File: config.mk
export PLATFORM = sky130hd
export DESIGN_NAME = fifo_sync_reader
export DESIGN_NICKNAME = d
export VERILOG_FILES = /design/src/rtl/fifo_sync_reader.sv
export SDC_FILE = /design/constraint.sdc
export NUM_CORES = 1
export LEC_CHECK = 0
export CAP_MARGIN = 20
export CELL_PAD_IN_SITES_DETAIL_PLACEMENT = 0
export CELL_PAD_IN_SITES_GLOBAL_PLACEMENT = 1
export CORE_MARGIN = 4
export CORE_UTILIZATION = 40
export DETAILED_ROUTE_END_ITERATION = 8
export HOLD_SLACK_MARGIN = 0.15
export MAX_ROUTING_LAYER = met4
export PLACE_DENSITY_LB_ADDON = 0.05
export SETUP_SLACK_MARGIN = 0.4
export SLEW_MARGIN = 30
export SYNTH_ARGS = -nofsm -noshare
export SYNTH_HDL_FRONTEND = slang
export SYNTH_SLANG_ARGS = --single-unit
File: constraint.sdc
create_clock -name clk -period 1.95 [get_ports clk]
set_input_delay 0.2925 -clock clk [delete_from_list [all_inputs] [get_ports clk]]
set_output_delay 0.2925 -clock clk [all_outputs]
set_load 0.005 [all_outputs]
File: src/rtl/fifo_sync_reader.sv
// Read-side drain controller for fifo_sync: pops words with registered read latency
// and presents them on a valid/ready stream through a 3-entry credit buffer.
module fifo_sync_reader #(
  parameter int DATA_WIDTH  = 4,
  parameter int COUNT_WIDTH = 8
) (
  input  logic                   clk,
  input  logic                   rst,
  input  logic                   en,
  input  logic                   fifo_empty,
  input  logic [DATA_WIDTH-1:0]  fifo_rd,
  output logic                   fifo_r_en,
  output logic [DATA_WIDTH-1:0]  m_data,
  output logic                   m_valid,
  input  logic                   m_ready,
  output logic                   busy,
  output logic [COUNT_WIDTH-1:0] words_read
);

  typedef enum logic [1:0] {IDLE, RUN, DRAIN} state_t;

  state_t                state, state_next;
  logic [DATA_WIDTH-1:0] slot [3];
  logic [1:0]            head, tail, occ;
  logic                  pending;
  logic [2:0]            credit_used;
  logic                  capture, accept;

  function automatic logic [1:0] ptr_inc(input logic [1:0] p);
    return (p == 2'd2) ? 2'd0 : p + 2'd1;
  endfunction

  // Credit counts the in-flight word too, so r_en never depends on m_ready.
  assign credit_used = {1'b0, occ} + {2'b0, pending};
  assign fifo_r_en   = en & ~fifo_empty & ~rst & (credit_used < 3'd3);

  assign capture    = pending;
  assign accept     = m_valid & m_ready;
  assign m_valid    = (occ != 2'd0);
  assign m_data     = slot[head];
  assign busy       = (state != IDLE);

  always_ff @(posedge clk) begin
    if (rst) begin
      state      <= IDLE;
      occ        <= '0;
      pending    <= 1'b0;
      head       <= '0;
      tail       <= '0;
      words_read <= '0;
      for (int unsigned i = 0; i < 3; i++) slot[i] <= '0;
    end else begin
      state   <= state_next;
      pending <= fifo_r_en;
      if (capture) begin
        slot[tail] <= fifo_rd;
        tail       <= ptr_inc(tail);
      end
      if (accept) begin
        head       <= ptr_inc(head);
        words_read <= words_read + COUNT_WIDTH'(1);
      end
      case ({capture, accept})
        2'b10:   occ <= occ + 2'd1;
        2'b01:   occ <= occ - 2'd1;
        default: occ <= occ;
      endcase
    end
  end

  always_comb begin
    state_next = state;
    case (state)
      IDLE:  if (en) state_next = RUN;
      RUN:   if (!en) state_next = (pending || occ != 2'd0) ? DRAIN : IDLE;
      DRAIN: begin
        if (en)                             state_next = RUN;
        else if (!pending && occ == 2'd0)   state_next = IDLE;
      end
      default: state_next = IDLE;
    endcase
  end

endmodule

==> After elaboration in Yosys (flattened, before gate mapping) <==
Memory sizes are Yosys's and may differ from the RTL's. A register that Yosys moved wholly into a read port is not among the register bits.
Cells that the tools add are included.
{ "classes": {"reduce_logical": 10, "n_mux": 19, "shift": 0, "bitwise": 6, "n_div": 0, "order_cmp": 1, "n_eq_ne": 9, "multipliers": 0, "n_addsub": 6} }
{ "ops": {"columns": ["op", "n"], "rows": [
  ["two-way mux 2 bit", 10],
  ["adder 8 x 1 -> 8 bit (second input constant)", 1],
  ["equality test 2 bit (second input constant)", 4],
  ["adder 2 x 1 -> 2 bit (second input constant)", 3],
  ["two-way mux 1 bit", 6],
  ["one-hot mux 2 bit (3 select lines)", 1],
  ["nonzero test 2 bit", 3],
  ["bitwise AND 1 bit", 4],
  ["equality test 2 x 1 -> 1 bit (second input constant)", 2],
  ["logical NOT 2 bit", 2],
  ["two-way mux 4 bit", 1],
  ["inequality test 2 bit (second input constant)", 2],
  ["one-hot mux 2 bit (2 select lines)", 1],
  ["OR reduction 4 bit", 1],
  ["adder 2 x 1 -> 3 bit", 1],
  ["< comparator 3 x 2 -> 1 bit (second input constant)", 1],
  ["inequality test 3 bit (second input constant)", 1],
  ["AND reduction 3 bit", 1],
  ["inverter 1 bit", 2],
  ["subtractor 2 x 1 -> 2 bit (second input constant)", 1],
  ["logical AND 1 bit", 1],
  ["logical NOT 1 bit", 1],
  ["logical OR 1 bit", 1]
]} }
{ "totals": {"mem_count": 1, "input_bits": 9, "reg_bits": 17, "out_inout_bits": 15, "word_cells": 58, "mem_bits_rw": 12, "latch_bits": 0, "mem_bits_ro": 0} }
{ "mem_list": {"columns": ["memory", "words", "width", "rd", "rd_ports_with_merged_regs", "write_ports", "line_no", "source"], "rows": [
  ["slot", 3, 4, 1, 1, 3, "23", "logic [DATA_WIDTH-1:0] slot [3];"]
]} }

==> Depth between registers and ports, before layout <==
Gate-level depths: netlist of run 1.
{ "depth": {"depth_word": 5, "ltp_mapped": 7, "mapped_depth_nobuf": 6} }

==> Worst setup path before layout of run 1 <==
Ideal clock, no wire load.
{ "synth_path": {"path_kind": "reg2out", "from": "register occ[0]", "to": "output port fifo_r_en", "n_path_buf": 0, "stages_incl_launch_ff": 4, "required_ns": 1.657, "arrival_time_ns": 1.271, "slack_ns": 0.386, "cell_sequence": "dfxtp_1 -> ha_1 -> ha_1 -> a2111oi_0"} }
{ "synth_via": {"elab_chain_cells": 3} }
{ "synth_rtl": {"columns": ["item", "line_no", "source"], "rows": [
  ["from (decl)", "24", "logic [1:0] head, tail, occ;"],
  ["from (signal assigned)", "64", "2'b10: occ <= occ + 2'd1;"],
  ["from (signal assigned)", "65", "2'b01: occ <= occ - 2'd1;"],
  ["adder 2 x 1 -> 3 bit", "34", "assign credit_used = {1'b0, occ} + {2'b0, pending};"],
  ["< comparator 3 x 2 -> 1 bit", "35", "assign fifo_r_en = en & ~fifo_empty & ~rst & (credit_used < 3'd3);"],
  ["bitwise AND 1 bit", "35", null],
  ["to (decl)", "12", "output logic fifo_r_en,"]
]} }
Every way passes these cells.

==> Worst setup path after layout of run 1 <==
Ends and elaborated chain as after synthesis.

==> run metrics, run 1 <==
Clock Tree Buf Depth=2; outcome=finished, final reports clean; Peak supply drop=0.000529 V; fin cells=210; clk root buf=clkbuf_8; via count=1075; Async SR Flop Fraction=0%; port buffer count=23; Die Ht=69.2 µm; Clock Skew=0.00550 ns; Synth Register Bits=35; placed instance count=199; Core Footprint=3470 µm²; Final #Nets=176; Critical Path RT=1.66 ns; CP bufs+invs=1; filler instances=294; num ports=24; post-DP HPWL=2210 µm; initial drt markers=23; vias in the first global route=1102; dominant cell type by area after synthesis=edfxtp_1; Netlist Area Pre-Place=1500 µm²; Synth Flop Type=dfxtp_1; num rows=21; initial antenna violation count=0; Layout area overhead=40.0%; Critical Path End Type=primary output; All-Layer GR Usage=14.5%; Pleak=0.773 nW; clk slew on worst S/H paths=0.07 ns; max incr delay on CP=0.34 ns; Worst EP arrival=1.46 ns; Fmax achieved=572 MHz; Hold Vio Cnt, Final=0; final wirelength=3130 µm; H-tree Lvls=2; DR DRC count=0; max-slew violation count=0; Synth top area share=32.1%; global-route wire length before repair=5300 µm; crit path max-delay cell type=dfxtp_2; Detail Route Antenna Nets=0; CP startpoint kind=flip-flop; top post-synthesis cells by area=edfxtp_1 32%, dfxtp_1 25%, mux4_2 6.0%; sequential fraction of the synthesis area=57.5%; routing usage on met2=22.0%; flop-to-flop setup slack=0.36 ns; worst setup path class=flip-flop to primary output; # setup viols final=0; Die ar.=4790 µm²; gr busiest metal=met2; antenna cells=0; CTS tree=yes; Synth Area per Inst=12.1 µm²; top cells by count, synth=19 x dfxtp_1, 16 x edfxtp_1, 12 x and2_1; HP Class=flip-flop to flip-flop; fin crit share=89.7%; slew margin rel.=74.4%; Worst Tran Pin Value=0.383 ns; Power Density=857 nW/µm²; clock buffer count from CTS=5; Routability Congestion=0.762; Most Frequent Cell on Critical Path=ha_4; GRT overflow=0; pin count of the biggest net entering global routing=13; fin crit period=1.75 ns; total power=1.80 mW; cts hold-fix bufs=0; layout cell share with drive strength beyond 1=32.9%; kind of cell adding the most delay to the critical path=adder cells; Clk Latency, worst-skew pair=0.29 ns; RSZ-0062 raised after global routing=yes; most common cell in the netlist=dfxtp_1; drt pass-1 iters=4; number of synthesized flops with an enable pin=16; met1 GRT Util=17.3%; Yosys cell types=33; Yosys warning count=0; Routed WL per cell=14.9 µm; Post-Synthesis Cells=124; Initial Util=43.2%; syn_nets=137; drt via density=5.12; clk sinks=35; GR met3 Demand/Resource=5.80%; critical-path cell list=ha_4 -> ha_4 -> a2111oi_4 -> buf_2; critical path fanouts, max=2; Max Cap Viol=0; die width=69.2 µm
## stage by stage
step           setup TNS [ns]  util (%)  setup slack, ns  hold WS, ns  instance area (µm²)
2_1_floorplan               0         -            0.424        0.376                 1500
3_3_place_gp           -0.129      52.9           -0.129        0.429                 1840
3_5_place_dp           -0.174      52.9           -0.174        0.436                 1840
4_1_cts                     0      59.1            0.224        0.447                 2050
5_1_grt                     0      60.5            0.120        0.462                 2100
6_report                    0      60.5            0.200        0.447                 2100
## routing by layer
layer,vias to the layer above,routed length (µm)
met2,25,1540
met5,-,0
met4,0,48
met3,4,110
li1,536,-
met1,510,1430
## worst paths after layout
kind	end	startpoint	depth (start not counted)
max	fifo_r_en	occ[0]$_SDFFE_PP0P_	4
min	state[0]$_SDFFE_PP0P_	state[1]$_SDFFE_PP0P_	1
max reg2reg	occ[1]$_SDFFE_PP0P_	occ[1]$_SDFFE_PP0P_	8
min reg2reg	state[0]$_SDFFE_PP0P_	state[1]$_SDFFE_PP0P_	1
## logic make-up after synthesis
| logic type | count (synthesis) | synth area share (%) |
|---|---|---|
| AOI/OAI and AO/OA | 22 | 9.02 |
| and+or+nand+nor | 50 | 20.1 |
| buffers and inverters | 5 | 1.75 |
| muxes | 4 | 6.02 |
| DFF | 35 | 57.5 |
| xor gates and xnor gates | 4 | 2.34 |
| adders and majority gates | 4 | 3.34 |
## power by group
group | total, mW | internal (mW) | switching [mW]
Clock | 0.666 | 0.413 | 0.253
Combinational | 0.296 | 0.174 | 0.122
Sequential | 0.835 | 0.803 | 0.0314
Total | 1.80 | 1.39 | 0.406
## flip-flops by register name (all words and copies together), names as in the netlist, named ones only
signal / cells
slot: 16
words_read: 8
head: 2
occ: 2
state: 2
tail: 2
capture: 1
## timing repair
item | 4_1_cts | 5_1_grt
pin swaps | 0 | 3
resized for setup | 43 | 12
setup buffers | 1 | 1
setup endpoints to repair | 17 | 22
cloned | 1 | 0
## area by class of cell
type                    count  area [µm²]  share of cell area, %
clock inverters             2        35.0                   1.67
clock buffers               6        82.6                   3.94
repair buffers             35         347                   16.5
multi-input cells          84         693                   33.1
inverters                   2        7.51                  0.358
flip-flops and latches     35         875                   41.7
well taps                  46        57.6                   2.74
## worst register-to-register path, stage by stage, from the launching register on
cell     delay, ns
dfxtp_4       0.36
buf_6         0.11
buf_6         0.12
o21ai_4       0.14
inv_2         0.07
ha_4          0.15
xnor2_1       0.13
or3_1         0.33
a21oi_2       0.11
## cells in the final DEF, fill, tap and decap left out, drive strengths merged, types with 3 or more instances in the layout
master | synthesis | final
nor2 | 7 | 7
ha | 4 | 4
a21oi | 11 | 11
mux4 | 4 | 4
o21ai | 5 | 5
buf | 1 | 17
or3 | 4 | 4
edfxtp | 16 | 16
or2 | 5 | 5
dfxtp | 19 | 19
or4 | 3 | 3
clkbuf | 2 | 6
clkdlybuf4s50 | 0 | 14
and2 | 12 | 12
nand2 | 7 | 7
(Power assumes the default switching activity.)
==> run 2: changes to the inputs <==
- GPL_ROUTABILITY_DRIVEN: default -> 1
==> results of run 2 <==
The final DEF is identical to that of run 1; final timing and power are the same.
